[src/rtl/cp0_tlb_ctrl_if.sv]
// TLB maintenance bus between cp0_tlb_ctrl (master) and the TLB array (slave).
// Carries the pipeline request handshake, the entry read/write port, the probe
// port and the current ASID. TLB_ENTRIES defaults to `TLB_ENTRIES_NUM (16).
`ifndef TLB_ENTRIES_NUM
`define TLB_ENTRIES_NUM 16
`endif

interface cp0_tlb_ctrl_if #(
    parameter int TLB_ENTRIES = `TLB_ENTRIES_NUM
);
    localparam int IW = $clog2(TLB_ENTRIES);

    typedef logic [IW-1:0] tlb_index_t;

    // One TLB entry; page_mask is carried for completeness but only 4 KB pages exist.
    typedef struct packed {
        logic [18:0] vpn2;
        logic [7:0]  asid;
        logic [15:0] page_mask;
        logic [25:0] entry_lo0;
        logic [25:0] entry_lo1;
    } tlb_entry_t;

    logic        op_valid;
    logic [1:0]  op_type;
    logic        op_ready;
    logic        op_done;
    logic [7:0]  asid;
    tlb_index_t  tlbrw_index;
    logic        tlbrw_we;
    tlb_entry_t  tlbrw_wdata;
    tlb_entry_t  tlbrw_rdata;
    logic [31:0] tlbp_entry_hi;
    logic [31:0] tlbp_index;

    modport master (
        input  op_valid, op_type, tlbrw_rdata, tlbp_index,
        output op_ready, op_done, asid, tlbrw_index, tlbrw_we, tlbrw_wdata, tlbp_entry_hi
    );

    modport slave (
        output op_valid, op_type, tlbrw_rdata, tlbp_index,
        input  op_ready, op_done, asid, tlbrw_index, tlbrw_we, tlbrw_wdata, tlbp_entry_hi
    );
endinterface

[src/rtl/cp0_tlb_ctrl.sv]
// CP0 TLB register file and TLBR/TLBWI/TLBWR/TLBP sequencer.
// Optional feature: define TLB_WIRED_EN to implement the Wired register; without
// it Wired reads 0 and Random cycles over the full [0, TLB_ENTRIES-1] range.
//
// state | meaning
// IDLE  | op_ready high, waiting for a request
// EXEC  | entry access on tlbrw_*/tlbp_*; write strobe or result capture
// DONE  | op_done pulse, captured registers visible
`ifndef TLB_ENTRIES_NUM
`define TLB_ENTRIES_NUM 16
`endif

module cp0_tlb_ctrl #(
    parameter int TLB_ENTRIES = `TLB_ENTRIES_NUM
) (
    input  logic                 clk,
    input  logic                 reset,
    cp0_tlb_ctrl_if.master       tlb,
    input  logic                 reg_we,
    input  logic [4:0]           reg_addr,
    input  logic [31:0]          reg_wdata,
    output logic [31:0]          reg_rdata,
    input  logic                 exc_we,
    input  logic [31:0]          exc_vaddr
);
    localparam int IW = $clog2(TLB_ENTRIES);
    localparam logic [IW-1:0] IDX_MAX = IW'(TLB_ENTRIES - 1);
    localparam logic [IW-1:0] IDX_ONE = IW'(1);

    typedef enum logic [1:0] {S_IDLE, S_EXEC, S_DONE} state_t;
    typedef enum logic [1:0] {OP_TLBR, OP_TLBWI, OP_TLBWR, OP_TLBP} op_t;

    state_t         state;
    op_t            op_q;
    op_t            op_in;
    logic           ready_q;
    logic           done_q;
    logic           we_q;
    logic [IW-1:0]  idx_q;
    logic [18:0]    wd_vpn2;
    logic [7:0]     wd_asid;
    logic [25:0]    wd_lo0;
    logic [25:0]    wd_lo1;

    logic [31:0]    index_q;
    logic [IW-1:0]  random_q;
    logic [25:0]    lo0_q;
    logic [25:0]    lo1_q;
    logic [18:0]    vpn2_q;
    logic [7:0]     asid_q;
    logic [IW-1:0]  wired_v;
    logic           wired_wr;

    assign op_in = op_t'(tlb.op_type);

`ifdef TLB_WIRED_EN
    logic [IW-1:0] wired_q;
    assign wired_wr = reg_we && (reg_addr == 5'd6);
    assign wired_v  = wired_q;

    // Wired register: MTC0-writable lower bound of the Random range.
    always_ff @(posedge clk) begin
        if (reset)         wired_q <= '0;
        else if (wired_wr) wired_q <= reg_wdata[IW-1:0];
    end
`else
    assign wired_wr = 1'b0;
    assign wired_v  = '0;
`endif

    // Request sequencer; write target and entry data are frozen at accept so
    // MTC0 traffic during EXEC cannot disturb the entry being written.
    always_ff @(posedge clk) begin
        if (reset) begin
            state   <= S_IDLE;
            op_q    <= OP_TLBR;
            ready_q <= 1'b1;
            done_q  <= 1'b0;
            we_q    <= 1'b0;
            idx_q   <= '0;
            wd_vpn2 <= '0;
            wd_asid <= '0;
            wd_lo0  <= '0;
            wd_lo1  <= '0;
        end else begin
            case (state)
                S_IDLE: begin
                    if (tlb.op_valid) begin
                        state   <= S_EXEC;
                        op_q    <= op_in;
                        ready_q <= 1'b0;
                        we_q    <= (op_in == OP_TLBWI) || (op_in == OP_TLBWR);
                        idx_q   <= (op_in == OP_TLBWR) ? random_q : index_q[IW-1:0];
                        wd_vpn2 <= vpn2_q;
                        wd_asid <= asid_q;
                        wd_lo0  <= lo0_q;
                        wd_lo1  <= lo1_q;
                    end
                end
                S_EXEC: begin
                    state  <= S_DONE;
                    we_q   <= 1'b0;
                    done_q <= 1'b1;
                end
                S_DONE: begin
                    state   <= S_IDLE;
                    done_q  <= 1'b0;
                    ready_q <= 1'b1;
                end
                default: state <= S_IDLE;
            endcase
        end
    end

    // CP0 registers; later assignments win, giving capture > exception > MTC0.
    always_ff @(posedge clk) begin
        if (reset) begin
            index_q  <= '0;
            random_q <= IDX_MAX;
            lo0_q    <= '0;
            lo1_q    <= '0;
            vpn2_q   <= '0;
            asid_q   <= '0;
        end else begin
            if (wired_wr || (random_q == wired_v)) random_q <= IDX_MAX;
            else                                   random_q <= random_q - IDX_ONE;

            if (reg_we) begin
                case (reg_addr)
                    5'd0:  index_q[IW-1:0] <= reg_wdata[IW-1:0];
                    5'd2:  lo0_q <= reg_wdata[25:0];
                    5'd3:  lo1_q <= reg_wdata[25:0];
                    5'd10: begin
                        vpn2_q <= reg_wdata[31:13];
                        asid_q <= reg_wdata[7:0];
                    end
                    default: ;
                endcase
            end

            if (exc_we) vpn2_q <= exc_vaddr[31:13];

            if (state == S_EXEC && op_q == OP_TLBR) begin
                vpn2_q <= tlb.tlbrw_rdata.vpn2;
                asid_q <= tlb.tlbrw_rdata.asid;
                lo0_q  <= tlb.tlbrw_rdata.entry_lo0;
                lo1_q  <= tlb.tlbrw_rdata.entry_lo1;
            end
            if (state == S_EXEC && op_q == OP_TLBP) index_q <= tlb.tlbp_index;
        end
    end

    // MFC0 read mux; unimplemented bits and registers read as zero.
    always_comb begin
        reg_rdata = '0;
        case (reg_addr)
            5'd0:  reg_rdata = index_q;
            5'd1:  reg_rdata[IW-1:0] = random_q;
            5'd2:  reg_rdata[25:0] = lo0_q;
            5'd3:  reg_rdata[25:0] = lo1_q;
            5'd6:  reg_rdata[IW-1:0] = wired_v;
            5'd10: reg_rdata = {vpn2_q, 5'b0, asid_q};
            default: ;
        endcase
    end

    // A write strobe pending when reset arrives must never reach the TLB.
    assign tlb.tlbrw_we      = we_q & ~reset;
    assign tlb.op_ready      = ready_q;
    assign tlb.op_done       = done_q;
    assign tlb.tlbrw_index   = idx_q;
    assign tlb.tlbrw_wdata   = {wd_vpn2, wd_asid, 16'h0000, wd_lo0, wd_lo1};
    assign tlb.asid          = asid_q;
    assign tlb.tlbp_entry_hi = {vpn2_q, 5'b0, asid_q};

    logic unused_bits;
    assign unused_bits = ^{reg_wdata[12:8], exc_vaddr[12:0], tlb.tlbrw_rdata.page_mask};
endmodule

[src/flat_wrapper.sv]
// flat-port wrapper written by rule: the top's interface ports become plain ports
module cp0_tlb_ctrl_flat 
#(
    parameter int TLB_ENTRIES = `TLB_ENTRIES_NUM
)
  (clk, reset, reg_we, reg_addr, reg_wdata, reg_rdata, exc_we, exc_vaddr, tlb_op_valid, tlb_op_type, tlb_tlbrw_rdata, tlb_tlbp_index, tlb_op_ready, tlb_op_done, tlb_asid, tlb_tlbrw_index, tlb_tlbrw_we, tlb_tlbrw_wdata, tlb_tlbp_entry_hi);
  cp0_tlb_ctrl_if #(.TLB_ENTRIES(TLB_ENTRIES)) tlb_i ();
  input  logic clk;
  input  logic reset;
  input  logic reg_we;
  input  logic [4:0] reg_addr;
  input  logic [31:0] reg_wdata;
  output logic [31:0] reg_rdata;
  input  logic exc_we;
  input  logic [31:0] exc_vaddr;
  input wire logic [$bits(tlb_i.op_valid)-1:0] tlb_op_valid;
  input wire logic [$bits(tlb_i.op_type)-1:0] tlb_op_type;
  input wire logic [$bits(tlb_i.tlbrw_rdata)-1:0] tlb_tlbrw_rdata;
  input wire logic [$bits(tlb_i.tlbp_index)-1:0] tlb_tlbp_index;
  output wire logic [$bits(tlb_i.op_ready)-1:0] tlb_op_ready;
  output wire logic [$bits(tlb_i.op_done)-1:0] tlb_op_done;
  output wire logic [$bits(tlb_i.asid)-1:0] tlb_asid;
  output wire logic [$bits(tlb_i.tlbrw_index)-1:0] tlb_tlbrw_index;
  output wire logic [$bits(tlb_i.tlbrw_we)-1:0] tlb_tlbrw_we;
  output wire logic [$bits(tlb_i.tlbrw_wdata)-1:0] tlb_tlbrw_wdata;
  output wire logic [$bits(tlb_i.tlbp_entry_hi)-1:0] tlb_tlbp_entry_hi;
  assign tlb_i.op_valid = tlb_op_valid;
  assign tlb_i.op_type = tlb_op_type;
  assign tlb_i.tlbrw_rdata = tlb_tlbrw_rdata;
  assign tlb_i.tlbp_index = tlb_tlbp_index;
  assign tlb_op_ready = tlb_i.op_ready;
  assign tlb_op_done = tlb_i.op_done;
  assign tlb_asid = tlb_i.asid;
  assign tlb_tlbrw_index = tlb_i.tlbrw_index;
  assign tlb_tlbrw_we = tlb_i.tlbrw_we;
  assign tlb_tlbrw_wdata = tlb_i.tlbrw_wdata;
  assign tlb_tlbp_entry_hi = tlb_i.tlbp_entry_hi;
  cp0_tlb_ctrl #(.TLB_ENTRIES(TLB_ENTRIES)) u_core (.clk(clk), .reset(reset), .tlb(tlb_i), .reg_we(reg_we), .reg_addr(reg_addr), .reg_wdata(reg_wdata), .reg_rdata(reg_rdata), .exc_we(exc_we), .exc_vaddr(exc_vaddr));
endmodule
[config.mk]
export PLATFORM = sky130hd
export DESIGN_NAME = cp0_tlb_ctrl_flat
export DESIGN_NICKNAME = d
export VERILOG_FILES = /design/src/rtl/cp0_tlb_ctrl_if.sv /design/src/rtl/cp0_tlb_ctrl.sv /design/src/flat_wrapper.sv
export SDC_FILE = /design/constraint.sdc
export NUM_CORES = 1
export LEC_CHECK = 0
export ABC_AREA = 1
export BUFFER_PORTS_ARGS = -buffer_cell sky130_fd_sc_hd__buf_2
export CAP_MARGIN = 20
export CORE_MARGIN = 10
export CORE_UTILIZATION = 53
export DETAILED_ROUTE_END_ITERATION = 7
export HOLD_SLACK_MARGIN = 0.08
export PLACE_DENSITY = 0.87
export SETUP_SLACK_MARGIN = 0.15
export SLEW_MARGIN = 40
export SYNTH_ARGS = -nofsm -noshare
export SYNTH_HDL_FRONTEND = slang
export SYNTH_SLANG_ARGS = --single-unit
[constraint.sdc]
create_clock -name clk -period 3.4 [get_ports clk]
set_input_delay 0.51 -clock clk [delete_from_list [all_inputs] [get_ports clk]]
set_output_delay 0.51 -clock clk [all_outputs]
set_load 0.02 [all_outputs]
==> metrics.csv <==
metric,value,unit
status,finished clean,
final setup vio count,0,
P&R area growth vs syn,23.09,%
CTS sink cnt,205,
Worst Skew,9.082,ps
CTS tree,done,
via count,10690,
Leakage,6.128,nW
first-pass GRT wire length,53.94,mm
Remaining DRCs,0,
DRT antenna net count,0,
die area,24220,um^2
total gr overflow,0,
Max-Cap Viols,0,
pin count of the biggest net entering global routing,107,
slew at the pin closest to its max-slew limit,777.0,ps
row cnt,49,
post-synthesis cell type count,31,
clk buf depth,3,
worst path required time,2890,ps
Cells after DPL,1934,
Tmin final,2760,ps
PD cells,556.8,nW/um^2
Max Freq,0.3623,GHz
CTS buffer count,22,
GPL Wtd Cong,0.9317,
crit start category,input pin,
setup TNS,0,ps
CORE AREA,18020,um^2
final hold slack,296.3,ps
Max VDD drop,0.0005377,V
initial DRC count,772,
Mean Syn Cell Area,6.641,um^2
Vias/cell,5.413,
RSZ-0062 raised after global routing,no,
"Max FO, Critical Path",18,
CTS root buf,clkbuf_16,
Slew headroom,48.14,%
drt wl/cell,18.09,um
H-tree levels,1,
"Reg clk slew, reported paths",60,ps
critical path endpoint category,output pin,
gr usage total,27.15,%
Synth Instances,1468,
"EDFF count, synth",0,
Clock Latency Late Sink,500,ps
chip width,155.6,um
Port Buffer Count,326,
initial antenna violation count,1,
share of cells above drive strength 1,22.71,%
Starting Density,54.09,%
Crit path arrival time,2250,ps
CTS Hold Bufs,0,
share of flip-flops with an asynchronous set or reset,0,%
vias in the first global route,10250,
setup repair bufs after CTS,0,
Ys Warns,0,
post-synthesis instance area,9749,um^2
Slew Limit Fails,0,
sequential area share after synthesis,42.09,%
"Top FF cell, synth",dfxtp_1,
final net count,1937,
hold crit path type,in -> reg,
Hold Fails Final Rpt,0,
Routed WL,35.71,mm
fin cells,1974,
IO Count,377,
Die Span Y,155.6,um
CTS resizes,0,
part of the cycle the worst path needs,81.17,%
Setup CP Type,in -> out,
Initial DRT Pass Iterations,5,
dpl hpwl,25.13,mm
number of synthesized register bits,205,
-- kinds of logic after synthesis --
group                    after synthesis  synth area share (%)
adder cells (fa/ha/maj)                5                0.6417
flip-flops                           205                 42.09
AND/OR/NAND/NOR                      758                 31.87
buffers and inverters                240                 11.49
other                                  1               0.03846
XOR/XNOR                               1               0.08985
AO/OA/AOI/OAI                        258                 13.78
-- stage by stage --
step / area (um^2) / utilization [%] / setup slack [ps] / total power, mW
finish: 12000 / 66.58 / 640.1 / 6.682
global route: 12000 / 66.58 / 546.6 / 6.964
CTS: 12000 / 66.56 / 695.2 / 6.700
detailed placement: 11220 / 62.23 / 737.9 / 4.154
global placement: 11200 / 62.15 / 775.5 / 4.119
floorplan: 9824 / - / 1382 / 3.685
-- state kept, by name, summed over array words and instances, names as in the netlist --
name and flops:
u_core.wd_lo1 26, u_core.wd_lo0 26, u_core.tlb.tlbrw_index 4, u_core.wd_vpn2 19
u_core.random_q 4, u_core.tlb.asid 8, u_core.tlb.op_done 1, u_core.lo1_q 26
u_core.tlb.op_ready 1, u_core.op_q 2, u_core.we_q 1, u_core.wd_asid 8
u_core.lo0_q 26, u_core.index_q 32, u_core.state 2, u_core.vpn2_q 19
-- worst paths after layout --
| path | to | from | slack (ps) | cells after the start |
|---|---|---|---|---|
| worst max-delay path | reg_rdata[19] | reg_addr[4] | 640 | 7 |
| worst min-delay path | u_core.state[0]$_SDFFE_PP0P_ | tlb_op_valid | 300 | 3 |
| worst max register to register | u_core.index_q[9]$_SDFFE_PP0P_ | u_core.state[1]$_SDFFE_PP0P_ | 1050 | 6 |
| worst min register to register | u_core.random_q[0]$_SDFF_PP1_ | u_core.random_q[0]$_SDFF_PP1_ | 450 | 1 |
-- power breakdown --
| part | internal, mW | leakage [nW] | switching, mW |
|---|---|---|---|
| Clock | 1.59 | 0.391 | 0.977 |
| Sequential | 2.62 | 1.68 | 0.139 |
| Combinational | 0.432 | 4.06 | 0.928 |
| Total | 4.64 | 6.13 | 2.04 |
-- cell type report --
type / count / area [um^2]
multi-input combinational: 1043 / 4611
timing repair buffer: 340 / 1769
antenna: 1 / 2.502
clock buffer: 31 / 665.6
fill: 1576 / 6025
sequential: 205 / 4104
clock inverter: 8 / 115.1
inverter: 117 / 446.7
tap: 229 / 286.5
-- worst max-delay path: stages --
cell     delay [ps]
buf_2           110
inv_1           130
nand4_1         470
inv_2           570
nand2_1         150
nand4_1         120
buf_2           180
-- synth_stat cells, types with 2 or more instances --
library cell  number  area share, %
inv_2              3           0.12
buf_6              5           0.58
nor2_1           184            7.1
nand2_4            4           0.46
ha_1               5           0.64
buf_2             40            2.1
nand2_1          460             18
dfxtp_1          205             42
nor2_8             2           0.41
o22ai_1            6           0.39
o21ai_0          125            6.4
nor3_1             4           0.21
nand4_1           37            2.4
inv_1            113            4.4
a21oi_1          113            5.8
clkbuf_1          43            1.7
buf_4             34            2.6
o211ai_1          12           0.92
nand2_2            2           0.13
nand3_1           60            3.1
-- cells in the final DEF, fill, tap and decap left out, types with 2 or more instances in the layout --
master	netlist	final
a21oi_1	113	113
buf_12	0	2
buf_2	40	326
buf_4	34	11
bufinv_16	0	3
clkbuf_1	43	2
clkbuf_16	0	23
clkbuf_8	0	6
clkinv_2	0	5
conb_1	1	21
dfxtp_1	205	205
ha_1	5	5
inv_1	113	112
inv_2	3	2
inv_4	1	3
nand2_1	460	460
nand2_4	4	5
nand3_1	60	59
nand3_2	1	2
nand4_1	37	37
nor2_1	184	184
nor2_8	2	2
nor3_1	4	4
o211ai_1	12	12
o21ai_0	125	125
o22ai_1	6	6
-- routing by layer --
layer,global-route usage (%),vias to the layer above,wire [um]
met2,46.73,561,17260
met5,0,-,0
met4,10.70,0,1272
met1,31.41,4885,13730
met3,7.251,100,3442
li1,-,5140,-
Note: power is estimated with default switching activity, not from simulation.
